$ cat src/rtl/ex_mdu.sv
// ---------------------------------------------------------------------------
// ex_mdu -- execute stage for the in-order MIPS-style pipeline.
//
// Logic, shift and move ops finish in one cycle. MULT/MULTU/DIV/DIVU run
// iteratively: an issue cycle, DATA_W BUSY cycles (shift-add multiply or
// restoring divide, one bit per cycle), then a DONE cycle that fixes up the
// signs. The HI/LO result is registered at the end of DONE. Divide by zero
// skips BUSY entirely.
//
// Ports:
//   clk, rst     clock (rising edge), synchronous active-high reset
//   aluop_i      operation encoding
//   alusel_i     result class (logic / shift / move)
//   reg1_i       operand A
//   reg2_i       operand B; the low SH_W bits are the shift amount
//   wd_i, wreg_i destination register and its write enable
//   flush_i      kills any in-flight op and inserts a bubble
//   stallreq_o   combinational stall request while a mul/div is unfinished
//   wd_o, wreg_o registered destination and write enable
//   wdata_o      registered GPR result
//   whilo_o      registered HI/LO write enable (one pulse per mul/div)
//   hi_o, lo_o   registered HI/LO result
// ---------------------------------------------------------------------------
module ex_mdu #(
    parameter int DATA_W = 32,
    parameter int ADDR_W = 5,
    parameter int OP_W   = 8,
    parameter int SEL_W  = 3
) (
    input  logic              clk,
    input  logic              rst,
    input  logic [OP_W-1:0]   aluop_i,
    input  logic [SEL_W-1:0]  alusel_i,
    input  logic [DATA_W-1:0] reg1_i,
    input  logic [DATA_W-1:0] reg2_i,
    input  logic [ADDR_W-1:0] wd_i,
    input  logic              wreg_i,
    input  logic              flush_i,
    output logic              stallreq_o,
    output logic [ADDR_W-1:0] wd_o,
    output logic              wreg_o,
    output logic [DATA_W-1:0] wdata_o,
    output logic              whilo_o,
    output logic [DATA_W-1:0] hi_o,
    output logic [DATA_W-1:0] lo_o
);

    localparam int SH_W  = $clog2(DATA_W);
    localparam int CNT_W = SH_W + 1;

    // Result classes
    localparam logic [SEL_W-1:0] SEL_LOGIC = SEL_W'(3'b001);
    localparam logic [SEL_W-1:0] SEL_SHIFT = SEL_W'(3'b010);
    localparam logic [SEL_W-1:0] SEL_MOVE  = SEL_W'(3'b011);

    // Operation encodings
    localparam logic [OP_W-1:0] OP_AND   = OP_W'(8'b0010_0100);
    localparam logic [OP_W-1:0] OP_OR    = OP_W'(8'b0010_0101);
    localparam logic [OP_W-1:0] OP_XOR   = OP_W'(8'b0010_0110);
    localparam logic [OP_W-1:0] OP_NOT   = OP_W'(8'b0010_0111);
    localparam logic [OP_W-1:0] OP_SLL   = OP_W'(8'b0111_1100);
    localparam logic [OP_W-1:0] OP_SRL   = OP_W'(8'b0000_0010);
    localparam logic [OP_W-1:0] OP_SRA   = OP_W'(8'b0000_0011);
    localparam logic [OP_W-1:0] OP_MOVZ  = OP_W'(8'b0000_1010);
    localparam logic [OP_W-1:0] OP_MOVN  = OP_W'(8'b0000_1011);
    localparam logic [OP_W-1:0] OP_MOV   = OP_W'(8'b0000_1100);
    localparam logic [OP_W-1:0] OP_MULT  = OP_W'(8'b0001_1000);
    localparam logic [OP_W-1:0] OP_MULTU = OP_W'(8'b0001_1001);
    localparam logic [OP_W-1:0] OP_DIV   = OP_W'(8'b0001_1010);
    localparam logic [OP_W-1:0] OP_DIVU  = OP_W'(8'b0001_1011);

    typedef enum logic [1:0] {
        S_IDLE,
        S_BUSY,
        S_DONE
    } state_t;

    state_t                r_state;
    logic [CNT_W-1:0]      r_cnt;
    logic                  r_is_div;
    logic                  r_neg_q;    // product / quotient must be negated
    logic                  r_neg_r;    // remainder must be negated
    logic [2*DATA_W-1:0]   r_acc;      // multiply accumulator
    logic [2*DATA_W-1:0]   r_mcand;    // multiplicand, shifted left each step
    logic [DATA_W-1:0]     r_mplier;   // multiplier, shifted right each step
    logic [DATA_W-1:0]     r_quo;      // dividend shifts out, quotient shifts in
    logic [DATA_W-1:0]     r_rem;      // partial remainder
    logic [DATA_W-1:0]     r_dvs;      // divisor magnitude

    // ------------------------------------------------------------------
    // Issue decode
    // ------------------------------------------------------------------
    logic                  w_is_md;
    logic                  w_is_div;
    logic                  w_signed;
    logic                  w_a_neg;
    logic                  w_b_neg;
    logic [DATA_W-1:0]     w_a_mag;
    logic [DATA_W-1:0]     w_b_mag;
    logic                  w_div0;

    assign w_is_md  = (aluop_i == OP_MULT) || (aluop_i == OP_MULTU) ||
                      (aluop_i == OP_DIV)  || (aluop_i == OP_DIVU);
    assign w_is_div = (aluop_i == OP_DIV)  || (aluop_i == OP_DIVU);
    assign w_signed = (aluop_i == OP_MULT) || (aluop_i == OP_DIV);
    assign w_a_neg  = w_signed & reg1_i[DATA_W-1];
    assign w_b_neg  = w_signed & reg2_i[DATA_W-1];
    assign w_a_mag  = w_a_neg ? -reg1_i : reg1_i;
    assign w_b_mag  = w_b_neg ? -reg2_i : reg2_i;
    assign w_div0   = w_is_div && (reg2_i == '0);

    assign stallreq_o = (r_state == S_BUSY) || ((r_state == S_IDLE) && w_is_md);

    // ------------------------------------------------------------------
    // Single-cycle datapath
    // ------------------------------------------------------------------
    logic [SH_W-1:0]   w_sh;
    logic [DATA_W-1:0] w_wdata;
    logic              w_wreg;

    assign w_sh = reg2_i[SH_W-1:0];

    always_comb begin
        w_wdata = '0;
        w_wreg  = wreg_i;
        case (alusel_i)
            SEL_LOGIC: begin
                case (aluop_i)
                    OP_OR:   w_wdata = reg1_i | reg2_i;
                    OP_AND:  w_wdata = reg1_i & reg2_i;
                    OP_XOR:  w_wdata = reg1_i ^ reg2_i;
                    OP_NOT:  w_wdata = ~reg1_i;
                    default: w_wdata = '0;
                endcase
            end
            SEL_SHIFT: begin
                case (aluop_i)
                    OP_SLL:  w_wdata = reg1_i << w_sh;
                    OP_SRL:  w_wdata = reg1_i >> w_sh;
                    OP_SRA:  w_wdata = $signed(reg1_i) >>> w_sh;
                    default: w_wdata = '0;
                endcase
            end
            SEL_MOVE: begin
                case (aluop_i)
                    OP_MOV:  w_wdata = reg1_i;
                    OP_MOVZ: begin
                        w_wdata = reg1_i;
                        w_wreg  = wreg_i && (reg2_i == '0);
                    end
                    OP_MOVN: begin
                        w_wdata = reg1_i;
                        w_wreg  = wreg_i && (reg2_i != '0);
                    end
                    default: w_wdata = '0;
                endcase
            end
            default: w_wdata = '0;
        endcase
    end

    // ------------------------------------------------------------------
    // Iteration step and final sign fix-up
    // ------------------------------------------------------------------
    // The partial remainder is always below the divisor, so the shifted
    // value fits in DATA_W+1 bits and the difference fits in DATA_W bits.
    logic [DATA_W:0]       w_shift;
    logic                  w_ge;
    logic [DATA_W-1:0]     w_rem_next;
    logic [2*DATA_W-1:0]   w_prod_fix;
    logic [DATA_W-1:0]     w_quo_fix;
    logic [DATA_W-1:0]     w_rem_fix;

    assign w_shift    = {r_rem, r_quo[DATA_W-1]};
    assign w_ge       = (w_shift >= {1'b0, r_dvs});
    assign w_rem_next = w_ge ? (w_shift[DATA_W-1:0] - r_dvs) : w_shift[DATA_W-1:0];

    assign w_prod_fix = r_neg_q ? -r_acc : r_acc;
    assign w_quo_fix  = r_neg_q ? -r_quo : r_quo;
    assign w_rem_fix  = r_neg_r ? -r_rem : r_rem;

    // ------------------------------------------------------------------
    // FSM and output registers
    // ------------------------------------------------------------------
    always_ff @(posedge clk) begin
        // A flush behaves exactly like reset: the in-flight op is dropped.
        if (rst || flush_i) begin
            r_state  <= S_IDLE;
            r_cnt    <= '0;
            r_is_div <= 1'b0;
            r_neg_q  <= 1'b0;
            r_neg_r  <= 1'b0;
            r_acc    <= '0;
            r_mcand  <= '0;
            r_mplier <= '0;
            r_quo    <= '0;
            r_rem    <= '0;
            r_dvs    <= '0;
            wd_o     <= '0;
            wreg_o   <= 1'b0;
            wdata_o  <= '0;
            whilo_o  <= 1'b0;
            hi_o     <= '0;
            lo_o     <= '0;
        end else begin
            // Bubble unless a result is produced this cycle.
            wd_o    <= '0;
            wreg_o  <= 1'b0;
            wdata_o <= '0;
            whilo_o <= 1'b0;
            hi_o    <= '0;
            lo_o    <= '0;
            case (r_state)
                S_IDLE: begin
                    if (w_is_md) begin
                        r_is_div <= w_is_div;
                        r_cnt    <= CNT_W'(DATA_W);
                        r_acc    <= '0;
                        r_mcand  <= {{DATA_W{1'b0}}, w_a_mag};
                        r_mplier <= w_b_mag;
                        r_dvs    <= w_b_mag;
                        if (w_div0) begin
                            // Result preloaded; DONE passes it through.
                            r_quo   <= '1;
                            r_rem   <= reg1_i;
                            r_neg_q <= 1'b0;
                            r_neg_r <= 1'b0;
                            r_state <= S_DONE;
                        end else begin
                            r_quo   <= w_a_mag;
                            r_rem   <= '0;
                            r_neg_q <= w_a_neg ^ w_b_neg;
                            r_neg_r <= w_a_neg;
                            r_state <= S_BUSY;
                        end
                    end else begin
                        wd_o    <= wd_i;
                        wreg_o  <= w_wreg;
                        wdata_o <= w_wdata;
                    end
                end
                S_BUSY: begin
                    if (r_is_div) begin
                        r_rem <= w_rem_next;
                        r_quo <= {r_quo[DATA_W-2:0], w_ge};
                    end else begin
                        if (r_mplier[0]) begin
                            r_acc <= r_acc + r_mcand;
                        end
                        r_mcand  <= r_mcand << 1;
                        r_mplier <= r_mplier >> 1;
                    end
                    r_cnt <= r_cnt - 1'b1;
                    if (r_cnt == CNT_W'(1)) begin
                        r_state <= S_DONE;
                    end
                end
                S_DONE: begin
                    whilo_o <= 1'b1;
                    if (r_is_div) begin
                        hi_o <= w_rem_fix;
                        lo_o <= w_quo_fix;
                    end else begin
                        hi_o <= w_prod_fix[2*DATA_W-1:DATA_W];
                        lo_o <= w_prod_fix[DATA_W-1:0];
                    end
                    r_state <= S_IDLE;
                end
                default: r_state <= S_IDLE;
            endcase
        end
    end

endmodule

$ cat config.mk
export PLATFORM = sky130hd
export DESIGN_NAME = ex_mdu
export DESIGN_NICKNAME = d
export VERILOG_FILES = /design/src/rtl/ex_mdu.sv
export SDC_FILE = /design/constraint.sdc
export NUM_CORES = 2
export LEC_CHECK = 0
export BUFFER_PORTS_ARGS = -buffer_cell sky130_fd_sc_hd__buf_4
export CAP_MARGIN = 20
export CELL_PAD_IN_SITES_DETAIL_PLACEMENT = 1
export CELL_PAD_IN_SITES_GLOBAL_PLACEMENT = 1
export CORE_ASPECT_RATIO = 0.6
export CORE_MARGIN = 2
export CORE_UTILIZATION = 30
export CTS_CLUSTER_SIZE = 25
export DETAILED_ROUTE_END_ITERATION = 16
export HOLD_SLACK_MARGIN = 0.02
export PLACE_DENSITY_LB_ADDON = 0.1
export SETUP_SLACK_MARGIN = 0.1
export SLEW_MARGIN = 20
export SYNTH_ARGS = -nofsm -noshare
export SYNTH_HDL_FRONTEND = slang
export SYNTH_SLANG_ARGS = --single-unit
$ cat constraint.sdc
create_clock -name clk -period 4.5 [get_ports clk]
set_clock_uncertainty 0.2 [all_clocks]
set_input_delay 0.9 -clock clk [delete_from_list [all_inputs] [get_ports clk]]
set_output_delay 0.9 -clock clk [all_outputs]
set_load 0.005 [all_outputs]
# After elaboration in Yosys (flattened, before gate mapping)
# Index checks and enable logic that the tools add are counted.
# totals
inputBits	84
regBits	370
wordCells	128
# classes
n_addsub	8
bitwise	9
eq_ne	25
shift	3
magnitude_cmp	1
reduce_logical	24
n_mux	41
# op_table
operator	n
32-bit 2-to-1 mux	16
64-bit 2-to-1 mux	6
64-bit case mux with 2 select lines	2
32-bit case mux with 2 select lines	3
32-bit case mux with 3 select lines	2
32-bit negation	4
32-bit case mux with 4 select lines	1
64-bit adder	1
64-bit negation	1
33-bit by 32-bit greater-or-equal comparator with 1-bit output	1
32-bit bitwise AND	1
8-bit by 5-bit == test with 1-bit output (second input constant)	4
8-bit by 6-bit == test with 1-bit output (second input constant)	4
32-bit logical NOT	1
32-bit inverter	1
32-bit OR	1
32-bit nonzero test	1
32-bit by 5-bit left shift with 32-bit output	1
32-bit by 5-bit >> shifter with 32-bit output	1
32-bit by 5-bit >>> shifter with 32-bit output	1
32-bit subtractor	1
32-bit bitwise XOR	1
8-bit by 4-bit == test with 1-bit output (second input constant)	3
8-bit by 2-bit == test with 1-bit output (second input constant)	2
27 further kinds	51

# Depth between registers and ports, before layout
# depth
depth_word	7
mapped_depth	15
mapped_depth_nobuf	13

# Least setup slack after synthesis
# No wires, ideal clock.
# synth_timing
path_kind	input to register
from	input port reg2_i[0]
to	register r_rem[30]
setup_slack_ns	0.299
stages	14
n_path_buf	5
setup_ns	0.070
required_time_ns	4.230
arrival_time_ns	3.931
path_cell_list	clkbuf_1 > inv_1 > buf_1 > clkbuf_1 > ha_1 > nor2b_1 > nand3_1 > or3_1 > buf_2 > nor4_4 > buf_4 > a21oi_1 > or3_1 > a21oi_1
# synth_via
elab_chain_cells	5
# synth_lines
item	line	source
start: declaration	35	input logic [DATA_W-1:0] reg2_i,
32-bit logical NOT	110	assign w_div0 = w_is_div && (reg2_i == '0);
1-bit logical AND	110	
32-bit 2-to-1 mux	222	if (w_div0) begin
32-bit 2-to-1 mux	215	if (w_is_md) begin
32-bit case mux with 2 select lines	213	case (r_state)
end signal: assignment	225	r_rem <= reg1_i;
end signal: assignment	244	r_rem <= w_rem_next;
end: declaration	87	logic [DATA_W-1:0] r_rem;
# Every way passes these cells. The select of a mux whose other input is x is not followed.
# A chain may end at the register's enable or synchronous reset.

# Worst setup path in the final report
# layout_timing
from	register r_acc[1]
to	register r_acc[52]
# layout_via
elab_chain_cells	4
# layout_lines
item	line	source
start: declaration	83	logic [2*DATA_W-1:0] r_acc;
start signal: assignment	248	r_acc <= r_acc + r_mcand;
64-bit adder	248	
64-bit 2-to-1 mux	247	if (r_mplier[0]) begin
64-bit 2-to-1 mux	243	if (r_is_div) begin
64-bit case mux with 2 select lines	213	
# Every way passes these cells. The select of a mux whose other input is x is not followed.

==> flow_summary.ini <==
[run_status]
status = finished, final reports clean

[cts]
clock_path_buffers = 3
cts_made_buffers = 44
cts_hold_buf = 0
root_buffer = clkbuf_16
cts.sinks = 370
postCtsSetupRepairBufs = 0
cts_tree = yes
htree_levels = 2
clk_latency_ps = 620
clk_pin_slew_worst_paths_ps = 70

[sta]
drv_slew = 0
setup_ws_ps = 314.0
worstMarginPinSlew_ps = 1142
period_share_pct = 93.02
period_minus_slack_ps = 4186
setup_viol = 0
rsz0062_at_grt = no
max_slew_margin_pct = 23.38
finalSetupTns_ps = 0
max_freq_ghz = 0.2389
hold_viol_final = 0
whs_ps = 268.6

[die]
rows = 87
io_pins = 188
die_w_um = 402.1
core_area_mm2 = 0.09405
die_y_um = 242.8
die_area_mm2 = 0.09764
start_util_pct = 30.33

[finish]
drive_gt1_share_pct = 14.07
fillers = 11490
final_util_pct = 35.55
multi_input_area_mm2 = 0.01949
area_growth_pct = 17.20
regArea_mm2 = 0.007415
final_cell_mix = nor2_1 (426), a21oi_1 (378), dfxtp_1 (368)
mostFrequentLayoutCell = nor2_1
final_cells = 5159
layout.nets = 4127

[setup_path]
cpPeakStageDelay_ps = 640
crit_family = compound AO/OA/AOI/OAI gates
worstPathRequired_ps = 4800
reg2reg_from = r_acc[1]
crit_fanout = 6
startpoint_type = flip-flop
r2r_cells = 13
r2r_end = r_acc[52]
crit_path_cell_trace = inv_1 -> fa_1 -> nor2b_1 -> o31a_1 -> o21ai_0 -> o21ai_0 -> buf_4 -> o21ai_0 -> a211oi_1 -> nor2_1 -> o31ai_1 -> xnor2_1 -> o21ai_0
r2r_slack_ps = 310
critPathSlowestCell = a211oi_1
worst-path-buf-inv = 2
worst-endpoint-arrival_ps = 4480
end_kind = flip-flop
cp_common_cell = o21ai_0
crit_type = reg -> reg

[hold_path]
hold_path_end = r_dvs[0]
min_path_cells = 2
hp-class = reg -> reg
hold_start = r_dvs[0]

[run]
maxCapViolCount = 0

[drt]
ant_nets = 0
via_per_inst = 5.723
firstDrtPassIters = 7
num_vias = 29530
wl_met3_mm = 12.01
topRoutingLayerUsed = met5
drt-wirelength-per-cell_um = 26.79
totalWireLength_mm = 138.2
met1Wirelength_mm = 72.45
wl_met2_mm = 52.19
drc = 0
drt_iter0_drc = 2743

[global_routing]
grt_pass1_vias = 28230
grt_util_all_layers_pct = 27.56
antenna_found_initial = 11
grt_overflow = 0
grt_pass1_wl_mm = 202.6
grt_start_max_net_pins = 88

[place]
port_buffers = 187
dp_hpwl_mm = 106.5
finalWeightedCongestion = 0.9512
place_inst = 5074
dp_slack_ps = 190.6

[synthesis]
synthesis.nets = 4010
synth_edf_count = 0
yosysUniqueCellTypes = 76
synthFlopType = dfxtp_1
synth_cells = 3757
avgSynthCellArea_um2 = 7.592
syn_area_mm2 = 0.02852
synth-warning-count = 0
async_flop_share_pct = 0
ys_seq_area_share_pct = 25.97
ys_ff_latch = 370

[pwr]
pwr_density_cell_mw_per_mm2 = 252.4
p_leak_nw = 13.38
ir_drop_mv = 0.2314
==> power by group <==
part	internal, mW	switching [mW]	total [mW]
combinational	0.408	0.782	1.19
clock	2.27	1.69	3.96
sequential	3.28	0.00876	3.29
==> flip-flops by register name (all words and copies together) (netlist names), 5 cells and up <==
signal and count:
r_rem 32, hi_o 32, r_quo 32, lo_o 32
r_mcand 64, r_mplier 32, wdata_o 32, r_dvs 32
r_cnt 6, wd_o 5, r_acc 64
==> cell usage after synthesis, types with 42 or more instances <==
cell type | count | share of area [%]
mux2i_1 | 71 | 2.5
a211oi_1 | 140 | 3.7
nand2_1 | 337 | 4.4
or3_1 | 42 | 0.92
nor2_1 | 431 | 5.7
a21oi_1 | 379 | 6.7
ha_1 | 167 | 7.3
o31ai_1 | 56 | 1.5
inv_1 | 168 | 2.2
o21ai_0 | 261 | 4.6
a21o_1 | 60 | 1.6
clkbuf_1 | 246 | 3.2
nor3_1 | 68 | 1.2
dfxtp_1 | 370 | 26
xnor2_1 | 178 | 5.5
mux4_2 | 61 | 4.8
xor2_1 | 83 | 2.5
nand3_1 | 103 | 1.8
==> metrics by stage <==
stage	total power, mW	instance area [um2]
2_1_floorplan	4.007	28520
3_3_place_gp	4.512	31870
3_5_place_dp	4.514	31870
4_1_cts	8.502	33420
5_1_grt	8.743	33420
6_report	8.436	33430
==> repair_timing <==
item | 4_1_cts | 5_1_grt
resized for setup | 0 | 1
endpoints found under the setup margin | 0 | 1
endpoints found under the hold margin | 0 | 0
==> logic make-up after synthesis <==
kind of cell,after synthesis,share of synthesized area [%]
mux,138,7.545
compound gates,1189,26.27
xor+xnor,261,8.014
simple gates,1176,18.71
flops,370,25.97
fa+ha+maj,169,7.466
buf+inv,454,6.023
==> worst max path at each step <==
stage,start,to,slack [ps],cells after the start
finish,r_acc[1],r_acc[52],310,13
global route,r_quo[31],r_rem[30],180,13
CTS,r_rem[2],r_rem[13],450,12
detailed placement,reg2_i[13],r_neg_q,190,10
global placement,reg2_i[13],r_neg_q,190,10
floorplan,reg2_i[0],r_rem[30],300,14
==> metal layers <==
layer  up-vias  track usage (%)
li1      13810                -
met5         -                0
met1     14750            44.81
met4         2            3.837
met3        97            6.556
met2       874            35.93
==> worst min-delay path, delay by kind of cell, from the launching register on <==
| family | cells | cell delay, ps |
|---|---|---|
| flip-flops | 1 | 320 |
| AO/OA/AOI/OAI | 1 | 50 |
| AND/OR/NAND/NOR | 1 | 50 |
==> final cells by class <==
| cell class | count | share of cell area (%) |
|---|---|---|
| tap | 1246 | 4.663 |
| clock inverter | 23 | 0.8795 |
| timing repair buffer | 352 | 8.241 |
| inverter | 173 | 1.942 |
| sequential | 370 | 22.18 |
| antenna | 4 | 0.02994 |
| multi-input combinational | 2933 | 58.31 |
| clock buffer | 58 | 3.754 |
Note: power is estimated with default switching activity, not from simulation.
